File: config.mk
export PLATFORM = sky130hd
export DESIGN_NAME = beam_decimator
export DESIGN_NICKNAME = d
export VERILOG_FILES = /design/src/rtl/beam_pkg.sv /design/src/rtl/sync_fifo.sv /design/src/rtl/beam_decimator.sv
export SDC_FILE = /design/constraint.sdc
export NUM_CORES = 1
export LEC_CHECK = 0
export ABC_CLOCK_PERIOD_IN_PS = 6900
export BUFFER_PORTS_ARGS = -buffer_cell sky130_fd_sc_hd__buf_2
export CAP_MARGIN = 20
export CORE_MARGIN = 2
export CORE_UTILIZATION = 65
export CTS_CLUSTER_SIZE = 28
export DETAILED_ROUTE_END_ITERATION = 8
export PLACE_DENSITY = 0.82
export SETUP_SLACK_MARGIN = 0.3
export SYNTH_ARGS = -nofsm -noshare
export SYNTH_HDL_FRONTEND = slang
export SYNTH_HIERARCHICAL = 1
export SYNTH_SLANG_ARGS = --single-unit
File: constraint.sdc
create_clock -name clk -period 6.9 [get_ports clk]
set_input_delay 1.035 -clock clk [delete_from_list [all_inputs] [get_ports clk]]
set_output_delay 1.035 -clock clk [all_outputs]
set_load 0.01 [all_outputs]
File: src/rtl/beam_pkg.sv
// Shared beamformer constants: default datapath widths and signed saturation limits.
package beam_pkg;

  localparam int unsigned BEAM_IN_W  = 23;
  localparam int unsigned BEAM_OUT_W = 16;

  function automatic longint sat_max(input int unsigned w);
    return (longint'(1) <<< (w - 1)) - 1;
  endfunction

  function automatic longint sat_min(input int unsigned w);
    return -(longint'(1) <<< (w - 1));
  endfunction

endpackage

File: src/rtl/sync_fifo.sv
// Flop-based synchronous FIFO; a push while full is accepted only alongside a pop.
module sync_fifo #(
  parameter int unsigned WIDTH = 16,
  parameter int unsigned DEPTH = 4
) (
  input  logic             clk,
  input  logic             rst,
  input  logic             push,
  input  logic [WIDTH-1:0] din,
  input  logic             pop,
  output logic [WIDTH-1:0] dout,
  output logic             full,
  output logic             empty
);

  localparam int unsigned AW = (DEPTH > 1) ? $clog2(DEPTH) : 1;

  logic [WIDTH-1:0] mem_q [DEPTH];
  logic [AW-1:0]    wr_q, rd_q;
  logic [AW:0]      cnt_q;
  logic             do_push, do_pop;

  always_comb begin
    full    = (cnt_q == (AW + 1)'(DEPTH));
    empty   = (cnt_q == '0);
    do_pop  = pop & ~empty;
    do_push = push & (~full | do_pop);
    dout    = mem_q[rd_q];
  end

  always_ff @(posedge clk or posedge rst) begin
    if (rst) begin
      for (int i = 0; i < DEPTH; i++) mem_q[i] <= '0;
      wr_q  <= '0;
      rd_q  <= '0;
      cnt_q <= '0;
    end else begin
      if (do_push) begin
        mem_q[wr_q] <= din;
        wr_q        <= (wr_q == AW'(DEPTH - 1)) ? '0 : wr_q + 1'b1;
      end
      if (do_pop) begin
        rd_q <= (rd_q == AW'(DEPTH - 1)) ? '0 : rd_q + 1'b1;
      end
      case ({do_push, do_pop})
        2'b10:   cnt_q <= cnt_q + 1'b1;
        2'b01:   cnt_q <= cnt_q - 1'b1;
        default: cnt_q <= cnt_q;
      endcase
    end
  end

endmodule

File: src/rtl/beam_decimator.sv
// Integrate-and-dump decimator for the beam sum with round half-up, saturation and
// an output FIFO; sticky flags report clipping and dropped results.
module beam_decimator
  import beam_pkg::*;
#(
  parameter int unsigned IN_W       = BEAM_IN_W,
  parameter int unsigned OUT_W      = BEAM_OUT_W,
  parameter int unsigned DECIM_LOG2 = 2,
  parameter int unsigned OUT_SHIFT  = 7,
  parameter int unsigned FIFO_DEPTH = 4
) (
  input  logic                    clk,
  input  logic                    rst,
  input  logic signed [IN_W-1:0]  in_sum,
  input  logic                    in_valid,
  output logic signed [OUT_W-1:0] out_data,
  output logic                    out_valid,
  input  logic                    out_ready,
  output logic                    sat,
  output logic                    ovf,
  input  logic                    clr_flags
);

  localparam int unsigned S     = DECIM_LOG2 + OUT_SHIFT;
  localparam int unsigned SUM_W = IN_W + DECIM_LOG2;
  localparam int unsigned RND_W = SUM_W + 1;
  localparam int unsigned PH_W  = (DECIM_LOG2 > 0) ? DECIM_LOG2 : 1;

  localparam logic [PH_W-1:0]         PH_LAST = PH_W'((1 << DECIM_LOG2) - 1);
  localparam logic signed [RND_W-1:0] RND_OFS = RND_W'((S > 0) ? (64'd1 << (S - 1)) : 64'd0);
  localparam logic signed [RND_W-1:0] LIM_HI  = RND_W'(sat_max(OUT_W));
  localparam logic signed [RND_W-1:0] LIM_LO  = RND_W'(sat_min(OUT_W));

  logic signed [SUM_W-1:0] acc_q, sum;
  logic [PH_W-1:0]         phase_q;
  logic signed [RND_W-1:0] rnd, shifted;
  logic signed [OUT_W-1:0] res, push_data_q;
  logic                    clip, last, push_q;
  logic                    sat_q, ovf_q;
  logic                    full, empty, pop;

  always_comb begin
    sum     = acc_q + SUM_W'(in_sum);
    // One guard bit so the rounding offset cannot wrap the group sum.
    rnd     = RND_W'(sum) + RND_OFS;
    shifted = rnd >>> S;
    clip    = 1'b0;
    res     = shifted[OUT_W-1:0];
    if (shifted > LIM_HI) begin
      res  = LIM_HI[OUT_W-1:0];
      clip = 1'b1;
    end else if (shifted < LIM_LO) begin
      res  = LIM_LO[OUT_W-1:0];
      clip = 1'b1;
    end
    last      = (phase_q == PH_LAST);
    out_valid = ~empty;
    pop       = ~empty & out_ready;
  end

  always_ff @(posedge clk or posedge rst) begin
    if (rst) begin
      acc_q       <= '0;
      phase_q     <= '0;
      push_q      <= 1'b0;
      push_data_q <= '0;
      sat_q       <= 1'b0;
      ovf_q       <= 1'b0;
    end else begin
      push_q <= 1'b0;
      if (in_valid) begin
        if (last) begin
          acc_q       <= '0;
          phase_q     <= '0;
          push_q      <= 1'b1;
          push_data_q <= res;
        end else begin
          acc_q   <= sum;
          phase_q <= phase_q + 1'b1;
        end
      end
      // Set events win over a simultaneous clear.
      sat_q <= (in_valid & last & clip) | (sat_q & ~clr_flags);
      ovf_q <= (push_q & full & ~pop) | (ovf_q & ~clr_flags);
    end
  end

  assign sat = sat_q;
  assign ovf = ovf_q;

  sync_fifo #(
    .WIDTH(OUT_W),
    .DEPTH(FIFO_DEPTH)
  ) u_fifo (
    .clk  (clk),
    .rst  (rst),
    .push (push_q),
    .din  (push_data_q),
    .pop  (pop),
    .dout (out_data),
    .full (full),
    .empty(empty)
  );

endmodule

# Word-level counts from Yosys, hierarchy flattened
# Index checks and enable logic that the tools add are counted.
[classes] addsub=7 mul=0 div=0 magnitude_cmp=5 n_eq_ne=6 shifts=0 n_mux=17 n_bitwise=18 reduce_logical=4
[op_table] op="16-bit two-way mux" count=5
[op_table] op="64-bit bitwise mux" count=1
[op_table] op="16-bit binary-select mux with 2-bit select" count=1
[op_table] op="16-bit demux with 2-bit select" count=1
[op_table] op="25-bit by 10-bit adder with 26-bit output, second input constant" count=1
[op_table] op="25-bit by 23-bit adder with 25-bit output" count=1
[op_table] op="25-bit two-way mux" count=1
[op_table] op="17-bit by 16-bit greater-than comparator with 1-bit output, second input constant" count=1
[op_table] op="17-bit by 16-bit less-than comparator with 1-bit output, second input constant" count=1
[op_table] op="1-bit AND" count=9
[op_table] op="2-bit equality test, second input constant" count=4
[op_table] op="2-bit by 1-bit adder with 2-bit output, second input constant" count=3
[op_table] op="3-bit greater-or-equal comparator, second input constant" count=2
[op_table] op="2-bit two-way mux" count=3
[op_table] op="2-bit inverter with 3-bit output" count=2
[op_table] op="3-bit one-hot mux with 2 select lines" count=1
[op_table] op="1-bit two-way mux" count=4
[op_table] op="1-bit inverter" count=4
[op_table] op="3-bit by 1-bit adder with 3-bit output, second input constant" count=1
[op_table] op="3-bit equality test, second input constant" count=1
[op_table] op="3-bit logical NOT" count=1
[op_table] op="3-bit by 1-bit less-than comparator with 1-bit output, second input constant" count=1
[op_table] op="1-bit OR" count=3
[op_table] op="3-bit by 1-bit subtractor with 3-bit output, second input constant" count=1
[op_table] op="4 further kinds" count=4
[totals] register_bits=117 latchBits=0 mem_bits_rw=0 romBits=0 out_inout_bits=19 elab_cells=70 mem_count=0

# Longest topological paths before layout
# Gate-level depths: netlist of run 1.
[depth] ltp_word=8 depth_mapped=16 ltp_nobuf=15

# Modules after synthesis
# Netlist of run 1, hierarchy kept.
[modules_own_cells] mod="beam_decimator" n_inst=1 cells_each=435 area_each_um2=3821.2 seq_area_each_um2=1151.1
[modules_own_cells] mod="sync_fifo" n_inst=1 cells_each=197 area_each_um2=3223.1 seq_area_each_um2=1776.7

# Least setup slack after synthesis of run 1
# OpenSTA, ideal clock, no wires.
[synth_path] path_kind="input-to-reg" start="input port in_sum[0]" end="register push_data_q[0]" arrival_time_ps=4063 required_time_ps=6774 setup_slack_ps=2711 path_stages=13 path_buffers=1 path_cell_list="ha_1 > inv_1 > fa_1 > nand2b_1 > a21o_1 > a2111oi_4 > or3_1 > nand4_2 > or4_1 > clkbuf_1 > and4bb_2 > a31oi_1 > a221o_1"
[synth_between] elab_chain_cells=5 elab_cells_between_ends=6
[synth_lines] element="from (decl)" line_no="beam_decimator.sv:14" rtl="input logic signed [IN_W-1:0] in_sum,"
[synth_lines] element="25-bit by 23-bit adder with 25-bit output *" line_no="beam_decimator.sv:43" rtl="sum = acc_q + SUM_W'(in_sum);"
[synth_lines] element="25-bit by 10-bit adder with 26-bit output *" line_no="beam_decimator.sv:45" rtl="rnd = RND_W'(sum) + RND_OFS;"
[synth_lines] element="17-bit by 16-bit less-than comparator with 1-bit output" line_no="beam_decimator.sv:52" rtl="end else if (shifted < LIM_LO) begin"
[synth_lines] element="16-bit two-way mux" line_no="beam_decimator.sv:52"
[synth_lines] element="16-bit two-way mux *" line_no="beam_decimator.sv:49" rtl="if (shifted > LIM_HI) begin"
[synth_lines] element="to (signal assigned)" line_no="beam_decimator.sv:76" rtl="push_data_q <= res;"
[synth_lines] element="to (decl)" line_no="beam_decimator.sv:37" rtl="logic signed [OUT_W-1:0] res, push_data_q;"
# Every way passes the cells marked *; elsewhere a longest branch is shown, timed or not.
# A chain may end at the register's enable or synchronous reset.

# Worst setup path after layout of run 1
[layout_path] start="input port in_sum[0]" end="register push_data_q[12]"
# The elaborated chain is that of the path after synthesis.

==> results of run 1 <==
[critical path, delay by kind of cell]
kind            cells  cell delay, ns
compound gates      5            1.42
fa+ha+maj           2            0.59
buf+inv             2            0.15
simple gates        4            1.44
[per-stage QoR]
| step | cell area, µm² | worst slack, ns | hold slack, ns | util [%] | total power [µW] |
|---|---|---|---|---|---|
| after floorplan | 7040 | 2.71 | 0.457 | - | 2750 |
| after global placement | 7320 | 2.45 | 0.466 | 68.4 | 3130 |
| after detailed placement | 7320 | 2.32 | 0.484 | 68.4 | 3270 |
| after CTS | 7890 | 2.80 | 0.491 | 73.8 | 4150 |
| after global routing | 7940 | 2.46 | 0.506 | 74.2 | 4440 |
| final | 7940 | 2.73 | 0.492 | 74.2 | 4170 |
[cell usage after synthesis, drive strengths merged, types with 5 or more instances]
cell type	n	area, µm²
a21oi	29	153
xor2	8	70.1
nand2b	11	68.8
inv	50	188
buf	14	97.6
dfrtp	117	2930
o22a	5	43.8
clkbuf	13	51.3
and3	7	43.8
a21o	10	75.1
nand2	41	156
or3	7	53.8
a211oi	7	67.6
o211ai	7	62.6
nor3	7	40.0
ha	32	400
nand3	6	30.0
o21ai	28	144
nor2	17	73.8
a221o	7	70.1
mux4	16	360
and2	7	43.8
xnor2	19	166
o22ai	27	175
mux2	69	777
[how the worst max path moves through the flow]
stage                         start  depth (start not counted)  slack (ns)                          end
after global routing      in_sum[0]                         13        2.46   push_data_q[0]$_DFFE_PP0P_
after global placement    in_sum[0]                         13        2.45   push_data_q[7]$_DFFE_PP0P_
after CTS                 in_sum[0]                         13        2.80  push_data_q[12]$_DFFE_PP0P_
after floorplan           in_sum[0]                         13        2.71   push_data_q[0]$_DFFE_PP0P_
after detailed placement  in_sum[0]                         13        2.32  push_data_q[10]$_DFFE_PP0P_
final                     in_sum[0]                         13        2.73  push_data_q[12]$_DFFE_PP0P_
[power by group through the flow]
stage          Combinational (µW)  Clock [µW]  Sequential (µW)
2_1_floorplan                1610           0             1150
3_3_place_gp                 1880           0             1250
3_5_place_dp                 1980           0             1290
4_1_cts                      2000         859             1290
5_1_grt                      2250         892             1310
6_report                     2050         847             1270
[cells by family after synthesis]
group                      Yosys count
and+or+nand+nor                    133
buffers and inverters               77
xor gates and xnor gates            27
muxes                               88
adders and majority gates           34
DFF                                117
AOI/OAI and AO/OA                  156
[flip-flops by register name (all words and copies together) (netlist names)]
name / cells
u_fifo/mem_q: 64
acc_q: 25
push_data_q: 16
u_fifo/cnt_q: 3
phase_q: 2
u_fifo/rd_q: 2
u_fifo/wr_q: 2
ovf: 1
push_q: 1
sat: 1
[cell type report]
| cell class | instances | area [µm²] |
|---|---|---|
| Inverter | 50 | 188 |
| Multi-Input combinational cell | 438 | 3780 |
| Clock inverter | 7 | 96.3 |
| Clock buffer | 24 | 480 |
| Tap cell | 140 | 175 |
| Fill cell | 729 | 2760 |
| Timing Repair Buffer | 50 | 293 |
| Sequential cell | 117 | 2930 |
[metal layers]
| layer | part of all wire (%) | vias to the layer above | routed length [µm] | GRT usage, % |
|---|---|---|---|---|
| met3 | 5.1 | 20 | 817 | 6.39 |
| met4 | 1.4 | 0 | 221 | 9.71 |
| li1 | - | 2427 | - | - |
| met2 | 52 | 155 | 8440 | 52.5 |
| met1 | 41 | 2665 | 6680 | 36.4 |
| met5 | 0 | - | 0 | 0 |
==> results.md, run 1 <==
* Status: complete, no violations
* Worst-Margin Slew at ~1 ns
* Complex-gate fraction of the synthesized area at 16.4%
* Drt first pass iters at 5
* Commonest non-fill, non-tap cells in the layout: dfrtp_1, mux2_2, inv_1, buf_2, nand2_1
* XOR/XNOR Fraction of Synth Area at roughly 3.4%
* Die span in x at 108 µm
* Placed insts at just under 800
* Worst relative slew slack at approximately a third
* Vias per cell at around 6.4
* GRT Resource Usage Total at roughly 30%
* WL final at about 16000 µm
* Gate power share at around half
* Full die area at between 0.01 and 0.015 mm²
* Number of setup buffers added after CTS at 0
* RSZ-0062 raised after global routing: false
* Setup TNS Final at 0 ns
* Fmax at around 240 MHz
* Global route total overflow at 0
* YS warnings at 6
* Most common cell after layout, fill and taps aside: dfrtp_1
* Port-buffer cells at 46
* CP arrival at 4.62 ns
* Sequential share of power at between 30% and 40%
* Final setup fails at 0
* Slowest-stage cell, CP: a2111oi_4
* Clock root cell: clkbuf_8
* #FFs+latches synth at between 100 and 150
* Main synth FF type: dfrtp_1
* Routability Congestion at about 0.95
* Post_cts resized at 0
* DRT antenna net count at 0
* Largest net degree at the start of global routing at roughly 70
* CTS tree: yes
* Synth-to-layout area growth at 12.7%
* HPWL Detailed at approximately 11000 µm
* Routed vias at ~5300
* 1st-iter DRT viols at around 340
* Yosys cell types at between 70 and 80
* Worst path max stage delay at ~0.6 ns
* Die height at roughly 110 µm
* Crit end category: flop
* Leakage at 0.00353 µW
* Final period util at roughly three fifths
* Maximum buffer depth of the clock tree at 2
* Critical Path Start Type: input pin
* Critical Path Fanout Max at 10
* CTS H-tree lvls at 4
* Final critical-path required period at approximately 4.2 ns
* IO Pins at 47
* DR WL/cell at 19.6 µm
* Worst reg2reg path depth at 12
* Max Slew Vio Count at 0
* Clock insertion delay at the later pin of the skew report at between 0.5 and 0.6 ns
* Clock sink count at about 120
* First-pass GRT wire length at 26700 µm
* Post-synth EDFFs at 0
* Final Hold Viols at 0
* Worst-path cell chain: buf_2, ha_1, inv_1, fa_1, nand2b_1, a21o_1, a21oi_1, o221ai_1, nor3_1, nand4_4, or3_4, a2111oi_4, a221o_1
* Reg-to-Reg End: push_data_q[12]$_DFFE_PP0P_
* CP Class: input pin to flop
* Mapped Area at approximately 0.007 mm²
* Non-Filler Instances at just over 800
* Maximum vdd drop at a little over 0.3 mV
* CP Data Required Time at between 7 and 8 ns
* Post-Syn Area per Cell at 11.1 µm²
* P_sw at 1670 µW
* Sw Share at 40.2%
* Seq/Total Area, Yosys at around two fifths
* Pwr Density at about 530 mW/mm²
* Max-cap violations at 0
* Adder-Cell Fraction of Synth Area at 6.25%
* Reg2Reg Launch Point: acc_q[0]$_DFFE_PP0P_
* Pint at 2500 µW
* Area of the core at 0.0107 mm²
* Largest family of logic cells by synthesized area: multiplexers
* CTS buffer count at 17
* Multiplexer share of the synthesized area at about 17%
* Final Net Count at 736
* Floorplan row count at 38
* Ant diodes at 0
* Initial antenna violation count at 0
* Hold_buf cts at 0
* Layout cells sized above 1 at between 20% and 30%
* Vias in the first global route at about 5400
* HP Class: input pin to asynchronous set/reset pin
* Initial Util at 65.8%
* Skew final at around 0.011 ns
* Clock power share at between 20% and 30%
* Asr flop ratio synth at between 90% and 100%
* Register clock-pin slew on the reported worst setup and hold paths at around 0.06 ns
* Simple-gate share of the synthesized area at 11.1%
* Synth Instances at 632
* Syn_nets at a little under 700
* Post-route DRC at 0
* Reg2reg setup slack at around 3 ns
(Power assumes the default switching activity.)
==> inputs of run 2 (changes only) <==
--- a/config.mk
+++ b/config.mk
@@ -5,14 +5,14 @@
 export SDC_FILE = /design/constraint.sdc
 export NUM_CORES = 1
 export LEC_CHECK = 0
-export ABC_CLOCK_PERIOD_IN_PS = 6900
+export ABC_CLOCK_PERIOD_IN_PS = 3500
 export BUFFER_PORTS_ARGS = -buffer_cell sky130_fd_sc_hd__buf_2
 export CAP_MARGIN = 20
 export CORE_MARGIN = 2
-export CORE_UTILIZATION = 65
+export CORE_UTILIZATION = 55
 export CTS_CLUSTER_SIZE = 28
 export DETAILED_ROUTE_END_ITERATION = 8
-export PLACE_DENSITY = 0.82
+export PLACE_DENSITY = 0.73
 export SETUP_SLACK_MARGIN = 0.3
 export SYNTH_ARGS = -nofsm -noshare
 export SYNTH_HDL_FRONTEND = slang
==> constraint.sdc (replaced) <==
create_clock -name clk -period 3.5 [get_ports clk]
set_input_delay 0.525 -clock clk [delete_from_list [all_inputs] [get_ports clk]]
set_output_delay 0.525 -clock clk [all_outputs]
set_load 0.01 [all_outputs]
==> run 2 against run 1 <==
Non-clock buffer count grew 84. Total power grew 120%. Sequential power grew 94%. Die area grew 17%. The run now ends with setup timing left. Cell count grew 14%. First-iteration DRC count grew 7.3%. Global-route usage shrank 2.0 points.
==> results.md, run 2 (synthesis gave the netlist of run 1 again) <==
* Area of the core at 0.0126 mm² (was 0.0107 mm²)
* Reg2reg setup slack at -0.02 ns (was 2.94 ns)
* Final critical-path required period at 3.52 ns
* Number of flip-flops in the largest register at 64 (unchanged)
* Largest net degree at the start of global routing at 47 (was 72)
* Post-route DRC at 0 (unchanged)
* Worst relative slew slack at 35.8% (was 33.0%)
* Die span in x at 117 µm (was 108 µm)
* Port-buffer cells at 46 (unchanged)
* Commonest non-fill, non-tap cells in the layout: dfrtp_1, buf_4, mux2_2, inv_1, buf_2 (was dfrtp_1, mux2_2, inv_1, buf_2, nand2_1)
* Placed cell areas at 0.00799 mm² (was 0.00732 mm²)
* Initial Util at 56.0% (was 65.8%)
* RSZ-0062 raised after global routing: true (was false)
* Floorplan row count at 41 (was 38)
* HPWL Detailed at 12400 µm (was 11300 µm)
* Reg2Reg Launch Point: acc_q[0]$_DFFE_PP0P_ (unchanged)
* Worst path max stage delay at 0.54 ns (was 0.60 ns)
* Final Net Count at 820 (was 736)
* Max-cap violations at 0 (unchanged)
* CTS H-tree lvls at 4 (unchanged)
* CP Class: flop to flop (was input pin to flop)
* CP arrival at 3.82 ns (was 4.62 ns)
* Routability Congestion at 0.901 (was 0.946)
* Max Slew Vio Count at 0 (unchanged)
* Status: finished, violations left (was complete, no violations)
* DR WL/cell at 18.7 µm (was 19.6 µm)
* Final Hold Viols at 0 (unchanged)
* Setup TNS Final at -0.0703 ns (was 0 ns)
* Synth-to-layout area growth at 24.3% (was 12.7%)
* Clock insertion delay at the later pin of the skew report at 0.43 ns (was 0.52 ns)
* CTS tree: yes (unchanged)
* Die height at 117 µm (was 108 µm)
* Most common cell after layout, fill and taps aside: dfrtp_1 (unchanged)
* Layout cells sized above 1 at 40.1% (was 28.9%)
* Fmax at around 280 MHz
* IO Pins at 47 (unchanged)
* CP Buf/Inv Count at 1 (was 2)
* Worst-path cell chain: ha_4, inv_2, fa_2, nand2b_4, a21o_1, a2111oi_4, or3_4, nand4_4, or4_4, and4bb_2, a31oi_4, a221o_1 (was buf_2, ha_1, inv_1, fa_1, nand2b_1, a21o_1, a21oi_1, o221ai_1, nor3_1, nand4_4, or3_4, a2111oi_4, a221o_1)
* Clock root cell: clkbuf_16 (was clkbuf_8)
* Critical Path Fanout Max at 6 (was 10)
* Crit end category: flop (unchanged)
* Failing checks: setup timing
* Register clock-pin slew on the reported worst setup and hold paths at 0.05 ns (was 0.06 ns)
* CTS buffer count at 17 (unchanged)
* GRT Resource Usage Total at 27.7% (was 29.7%)
* Design area at 0.00876 mm² (was 0.00794 mm²)
* Largest registers: u_fifo/mem_q: 64 flops, acc_q: 25 flops, push_data_q: 16 flops (unchanged)
* Pwr Density at 1050 mW/mm² (was 525 mW/mm²)
* Worst reg2reg path depth at 12 (unchanged)
* Clock sink count at 117 (unchanged)
* Power, Total at 9170 µW (was 4170 µW)
* Maximum buffer depth of the clock tree at 2 (unchanged)
* Critical Path Start Type: flop (was input pin)
* Initial antenna violation count at 0 (unchanged)
* Vias per cell at 5.90 (was 6.38)
* Slowest-stage cell, CP: or4_4 (was a2111oi_4)
* Leakage at 0.00398 µW (was 0.00353 µW)
* First-pass GRT wire length at 29100 µm (was 26700 µm)
* Worst-Margin Slew at 0.962 ns (was 0.998 ns)
* Final period util at 101%
* Worst path top cell family by delay: simple AND/OR/NAND/NOR gates (unchanged)
* HP Class: input pin to asynchronous set/reset pin (unchanged)
* Post-Place Worst Slack at -0.289 ns (was 2.32 ns)
* CP Data Required Time at 3.80 ns (was 7.35 ns)
* Ant diodes at 0 (unchanged)
* Reg-to-Reg End: push_data_q[12]$_DFFE_PP0P_ (unchanged)
* Placed insts at 905 (was 793)
* Non-Filler Instances at 942 (was 826)
* Worst setup margin at -0.0200 ns (was 2.73 ns)
* Top reg by flops: u_fifo/mem_q (unchanged)
* Skew final at 0.0136 ns (was 0.0111 ns)
* DRT antenna net count at 0 (unchanged)
* Routed vias at 5555 (was 5267)
* Final setup fails at 5 (was 0)
* WL final at 17600 µm (was 16200 µm)
* Full die area at 0.0137 mm² (was 0.0117 mm²)
* 1st-iter DRT viols at 368 (was 343)
* Drt first pass iters at 5 (unchanged)
* Hold_buf cts at 0 (unchanged)
* Global route total overflow at 0 (unchanged)
* Vias in the first global route at 5869 (was 5399)
* Maximum vdd drop at 0.552 mV (was 0.305 mV)
## run 2: cell count changes in the layout (fill, tap and decap cells not counted), moves of 3 or more
cell | previous run | this run
buf_4 | 2 | 85
clkbuf_8 | 5 | 0
a21oi_1 | 27 | 23
a21oi_2 | 2 | 6
clkinv_2 | 1 | 4
o21ai_0 | 23 | 20
## run 2: timing repair
item | CTS | global route
resized for setup | 21 | 12
setup endpoints to repair | 17 | 17
pin swaps | 15 | 8
setup buffers | 2 | 3
## run 2: per-layer routing
metal | track usage (%) | routed length [µm] | up-vias
li1 | - | - | 2597
met1 | 34.1 | 7540 | 2767
met2 | 48.5 | 9020 | 154
met3 | 5.92 | 672 | 37
met4 | 9.41 | 355 | 0
met5 | 0 | 0 | -
## run 2: power by group
group | switching (µW) | internal, µW
registers | 494 | 1980
logic | 2500 | 2510
clock network | 643 | 1040
## run 2: layout make-up
| class | count | area, µm² |
|---|---|---|
| sequential | 117 | 2930 |
| clock inverter | 12 | 130 |
| tap | 172 | 215 |
| fill | 922 | 3810 |
| clock buffer | 19 | 433 |
| multi-input combinational | 438 | 3950 |
| inverter | 50 | 188 |
| timing repair buffer | 134 | 911 |
## run 2: worst max path at each step
stage | from | to | slack, ns | depth (start not counted)
2_1_floorplan | in_sum[0] | push_data_q[0]$_DFFE_PP0P_ | -0.05 | 13
3_5_place_dp | in_sum[1] | push_data_q[5]$_DFFE_PP0P_ | -0.29 | 13
3_3_place_gp | in_sum[0] | push_data_q[13]$_DFFE_PP0P_ | -0.20 | 14
4_1_cts | acc_q[0]$_DFFE_PP0P_ | push_data_q[12]$_DFFE_PP0P_ | 0.05 | 12
5_1_grt | acc_q[0]$_DFFE_PP0P_ | push_data_q[10]$_DFFE_PP0P_ | -0.17 | 12
6_report | acc_q[0]$_DFFE_PP0P_ | push_data_q[12]$_DFFE_PP0P_ | -0.02 | 12
## run 2: metrics by stage
step                hold slack (ns)  utilization (%)
global placement              0.465             63.6
global route                 0.0815             69.7
CTS                          0.0625             68.9
finish                       0.0622             69.7
floorplan                     0.457                -
detailed placement            0.490             63.6
==> inputs of run 3 (changes only) <==
--- a/config.mk
+++ b/config.mk
@@ -9,12 +9,12 @@
 export BUFFER_PORTS_ARGS = -buffer_cell sky130_fd_sc_hd__buf_2
 export CAP_MARGIN = 20
 export CORE_MARGIN = 2
-export CORE_UTILIZATION = 55
+export CORE_UTILIZATION = 56
 export CTS_CLUSTER_SIZE = 28
 export DETAILED_ROUTE_END_ITERATION = 8
-export PLACE_DENSITY = 0.73
+export GPL_TIMING_DRIVEN = 0
+export PLACE_DENSITY = 0.74
 export SETUP_SLACK_MARGIN = 0.3
 export SYNTH_ARGS = -nofsm -noshare
 export SYNTH_HDL_FRONTEND = slang
-export SYNTH_HIERARCHICAL = 1
 export SYNTH_SLANG_ARGS = --single-unit
==> run 3 against run 2 <==
The run now ends clean. Clock skew fell by 0.0052 ns. Sequential power about the same. Cell count shrank 0.74%. Global-route usage rose by 0.15 points. Largest cell class unchanged. Highest routed layer unchanged.
==> results.md, run 3 <==
* Most common cell in the netlist: dfrtp_1 (unchanged)
* IO Pins at 47 (unchanged)
* Syn_nets at 724 (was 694)
* Slowest-stage cell, CP: fa_2 (was or4_4)
* Number of flip-flops in the largest register at 64 (unchanged)
* Fmax at 294 MHz (was 284 MHz)
* Vias per cell at 6.23 (was 5.90)
* Leakage at 0.00387 µW (was 0.00398 µW)
* Synth Instances at 662 (was 632)
* Fillcell total at 927 (was 922)
* 1st-iter DRT viols at 395 (was 368)
* Placed insts at 883 (was 905)
* Synth-to-layout area growth at 22.1% (was 24.3%)
* HPWL Detailed at 13100 µm (was 12400 µm)
* DR WL/cell at 20.0 µm (was 18.7 µm)
* Reg2Reg Launch Point: acc_q[0]$_DFFE_PP0P_ (unchanged)
* CTS H-tree lvls at 4 (unchanged)
* Asr flop ratio synth at 100% (unchanged)
* Critical Path Start Type: flop (unchanged)
* First-pass GRT wire length at 30700 µm (was 29100 µm)
* Clock insertion delay at the later pin of the skew report at 0.42 ns (was 0.43 ns)
* Global route total overflow at 0 (unchanged)
* CP Buf/Inv Count at 2 (was 1)
* Final Hold Viols at 0 (unchanged)
* Area of the core at 0.0126 mm² (about the same)
* Post-Syn Area per Cell at 10.9 µm² (was 11.1 µm²)
* Vias in the first global route at 6149 (was 5869)
* Drt first pass iters at 5 (unchanged)
* Utilization after layout at 70.0% (was 69.7%)
* Worst-Margin Slew at 0.867 ns (was 0.962 ns)
* Power, Total at 9460 µW (was 9170 µW)
* Max Slew Vio Count at 0 (unchanged)
* Ant diodes at 0 (unchanged)
* Worst setup margin at 0.0941 ns (was -0.0200 ns)
* Seq/Total Area, Yosys at 40.4% (was 41.6%)
* CTS buffer count at 17 (unchanged)
* Worst path top cell family by delay: simple AND/OR/NAND/NOR gates (unchanged)
* Maximum vdd drop at 0.489 mV (was 0.552 mV)
* Final Net Count at 812 (was 820)
* Mapped Area at 0.00724 mm² (was 0.00704 mm²)
* Layout cells sized above 1 at 35.6% (was 40.1%)
* Post-synth EDFFs at 0 (unchanged)
* YS warnings at 0 (was 6)
* Routability Congestion at 0.902 (was 0.901)
* Max-cap violations at 0 (unchanged)
* Worst path max stage delay at 0.41 ns (was 0.54 ns)
* GRT Resource Usage Total at 27.9% (was 27.7%)
* Crit. Startpoint: acc_q[0]$_DFFE_PP0P_ (unchanged)
* Final setup fails at 0 (was 5)
* RSZ-0062 raised after global routing: true (unchanged)
* Floorplan row count at 41 (unchanged)
* CP arrival at 3.69 ns (was 3.82 ns)
* CP Class: flop to flop (unchanged)
* Maximum buffer depth of the clock tree at 2 (unchanged)
* Skew final at 0.00839 ns (was 0.0136 ns)
* Final critical-path required period at 3.41 ns (was 3.52 ns)
* HP Class: input pin to asynchronous set/reset pin (unchanged)
* Die height at 118 µm (was 117 µm)
* Status: complete, no violations (was finished, violations left)
* Clock sink count at 117 (unchanged)
* Crit end category: flop (unchanged)
* Top reg by flops: u_fifo.mem_q (was u_fifo/mem_q)
* Non-Filler Instances at 935 (was 942)
* Most instantiated cells after synthesis: dfrtp_1, mux2_2, nor2_1 (was dfrtp_1, mux2_2, inv_1)
* Main synth FF type: dfrtp_1 (unchanged)
* Initial Util at 57.4% (was 56.0%)
* Routed vias at 5827 (was 5555)
* WHS at 0.148 ns (was 0.0622 ns)
* Die span in x at 118 µm (was 117 µm)
* Post-route DRC at 0 (unchanged)
* Full die area at 0.0139 mm² (was 0.0137 mm²)
* Largest net degree at the start of global routing at 39 (was 47)
* Synth top area cells: dfrtp_1, mux2_2, ha_1 (unchanged)
* Synth top area share at 40.4% (was 41.6%)
* Yosys top cell by area: dfrtp_1 (unchanged)
* CTS tree: yes (unchanged)
* Worst relative slew slack at 42.0% (was 35.8%)
* Register clock-pin slew on the reported worst setup and hold paths at 0.06 ns (was 0.05 ns)
* Pwr Density at 1070 mW/mm² (was 1050 mW/mm²)
* DRT antenna net count at 0 (unchanged)
* #FFs+latches synth at 117 (unchanged)
* Clock root cell: clkbuf_16 (unchanged)
* Most common cell after layout, fill and taps aside: dfrtp_1 (unchanged)
* WL final at 18700 µm (was 17600 µm)
* CP Data Required Time at 3.78 ns (was 3.80 ns)
* Final period util at 97.3% (was 101%)
* Largest registers: u_fifo.mem_q: 64 flops, acc_q: 25 flops, push_data_q: 16 flops (was u_fifo/mem_q: 64 flops, acc_q: 25 flops, push_data_q: 16 flops)
* Initial antenna violation count at 0 (unchanged)
* Worst-path cell chain: ha_4, inv_2, fa_2, nor2b_4, o31a_1, buf_4, o211ai_1, and2_2, xnor2_2, nand3_1, nor4_1, xor2_1, o22ai_1 (was ha_4, inv_2, fa_2, nand2b_4, a21o_1, a2111oi_4, or3_4, nand4_4, or4_4, and4bb_2, a31oi_4, a221o_1)
* Post-Place Worst Slack at -0.634 ns (was -0.289 ns)
* Commonest non-fill, non-tap cells in the layout: dfrtp_1, mux2_2, buf_2, nor2_1, nand2_1 (was dfrtp_1, buf_4, mux2_2, inv_1, buf_2)
* Hold_buf cts at 0 (unchanged)
* Yosys cell types at 84 (was 76)
* Port-buffer cells at 46 (unchanged)
* Critical Path Fanout Max at 5 (was 6)
## run 3: cell count changes after synthesis, moves of 8 or more
cell and change:
o22ai_1 -22, a21oi_1 +12, nand3_1 +8, nor2_1 +31, nor3_1 +11, nand4_1 +10
inv_1 -28, a22o_1 +18
## run 3: metal layers
layer | global-route usage [%] | share of wire [%] | vias up
met2 | 48.8 | 52 | 201
met5 | 0 | 0 | -
met4 | 9.79 | 2.9 | 0
li1 | - | - | 2677
met1 | 33.9 | 40 | 2894
met3 | 6.15 | 5.0 | 55
## run 3: where the power goes
group | switching, µW | leakage [µW] | internal, µW
combinational | 2790 | 0.00215 | 2350
clock | 646 | 0.000300 | 1210
sequential | 462 | 0.00142 | 2000
total | 3900 | 0.00387 | 5550
## run 3: layout make-up
class,count,area [µm²],area share [%]
Buffer,30,193,2.18
Clock buffer,20,447,5.05
Clock inverter,12,176,2.00
Inverter,22,86.3,0.977
Multi-Input combinational cell,494,4350,49.2
Sequential cell,117,2930,33.1
Tap cell,172,215,2.43
Timing Repair Buffer,68,444,5.02
## run 3: what timing repair did
item / 4_1_cts / 5_1_grt
setup buffers: 15 / 4
gates cloned: 1 / 0
pin swaps: 16 / 10
endpoints found under the hold margin: 0 / 0
gates resized for setup: 26 / 24
setup endpoints to repair: 24 / 25
## run 3: worst register-to-register path, cell delays in order (launching register included)
cell	delay, ns
dfrtp_1	0.38
ha_4	0.15
inv_2	0.04
fa_2	0.41
nor2b_4	0.16
o31a_1	0.18
buf_4	0.14
o211ai_1	0.19
and2_2	0.31
xnor2_2	0.41
nand3_1	0.17
nor4_1	0.41
xor2_1	0.22
o22ai_1	0.12
## run 3: stage by stage
stage	TNS, ns	cell area [µm²]
after floorplan	0	7280
after global placement	-6.12	7730
after detailed placement	-8.16	7790
after CTS	0	8690
after global routing	0	8840
final	0	8840
## run 3: final timing paths
| kind | to | slack [ns] | depth (start not counted) |
|---|---|---|---|
| hold reg to reg | ovf$_DFF_PP0_ | 0.48 | 2 |
| setup / recovery | push_data_q[12]$_DFFE_PP0P_ | 0.09 | 13 |
| min in group clk | ovf$_DFF_PP0_ | 0.30 | 2 |
| hold / removal | acc_q[20]$_DFFE_PP0P_ | 0.15 | 2 |
| max in group asynchronous | u_fifo.mem_q[53]$_DFFE_PP0P_ | 2.57 | 4 |
| setup reg to reg | push_data_q[12]$_DFFE_PP0P_ | 0.09 | 13 |
## run 3: cells by family after synthesis
group | share of synthesized area [%]
AO/OA/AOI/OAI | 16.9
XOR/XNOR | 2.90
adder cells (fa/ha/maj) | 6.08
buffers and inverters | 3.77
flip-flops | 40.4
multiplexers | 15.7
AND/OR/NAND/NOR | 14.3
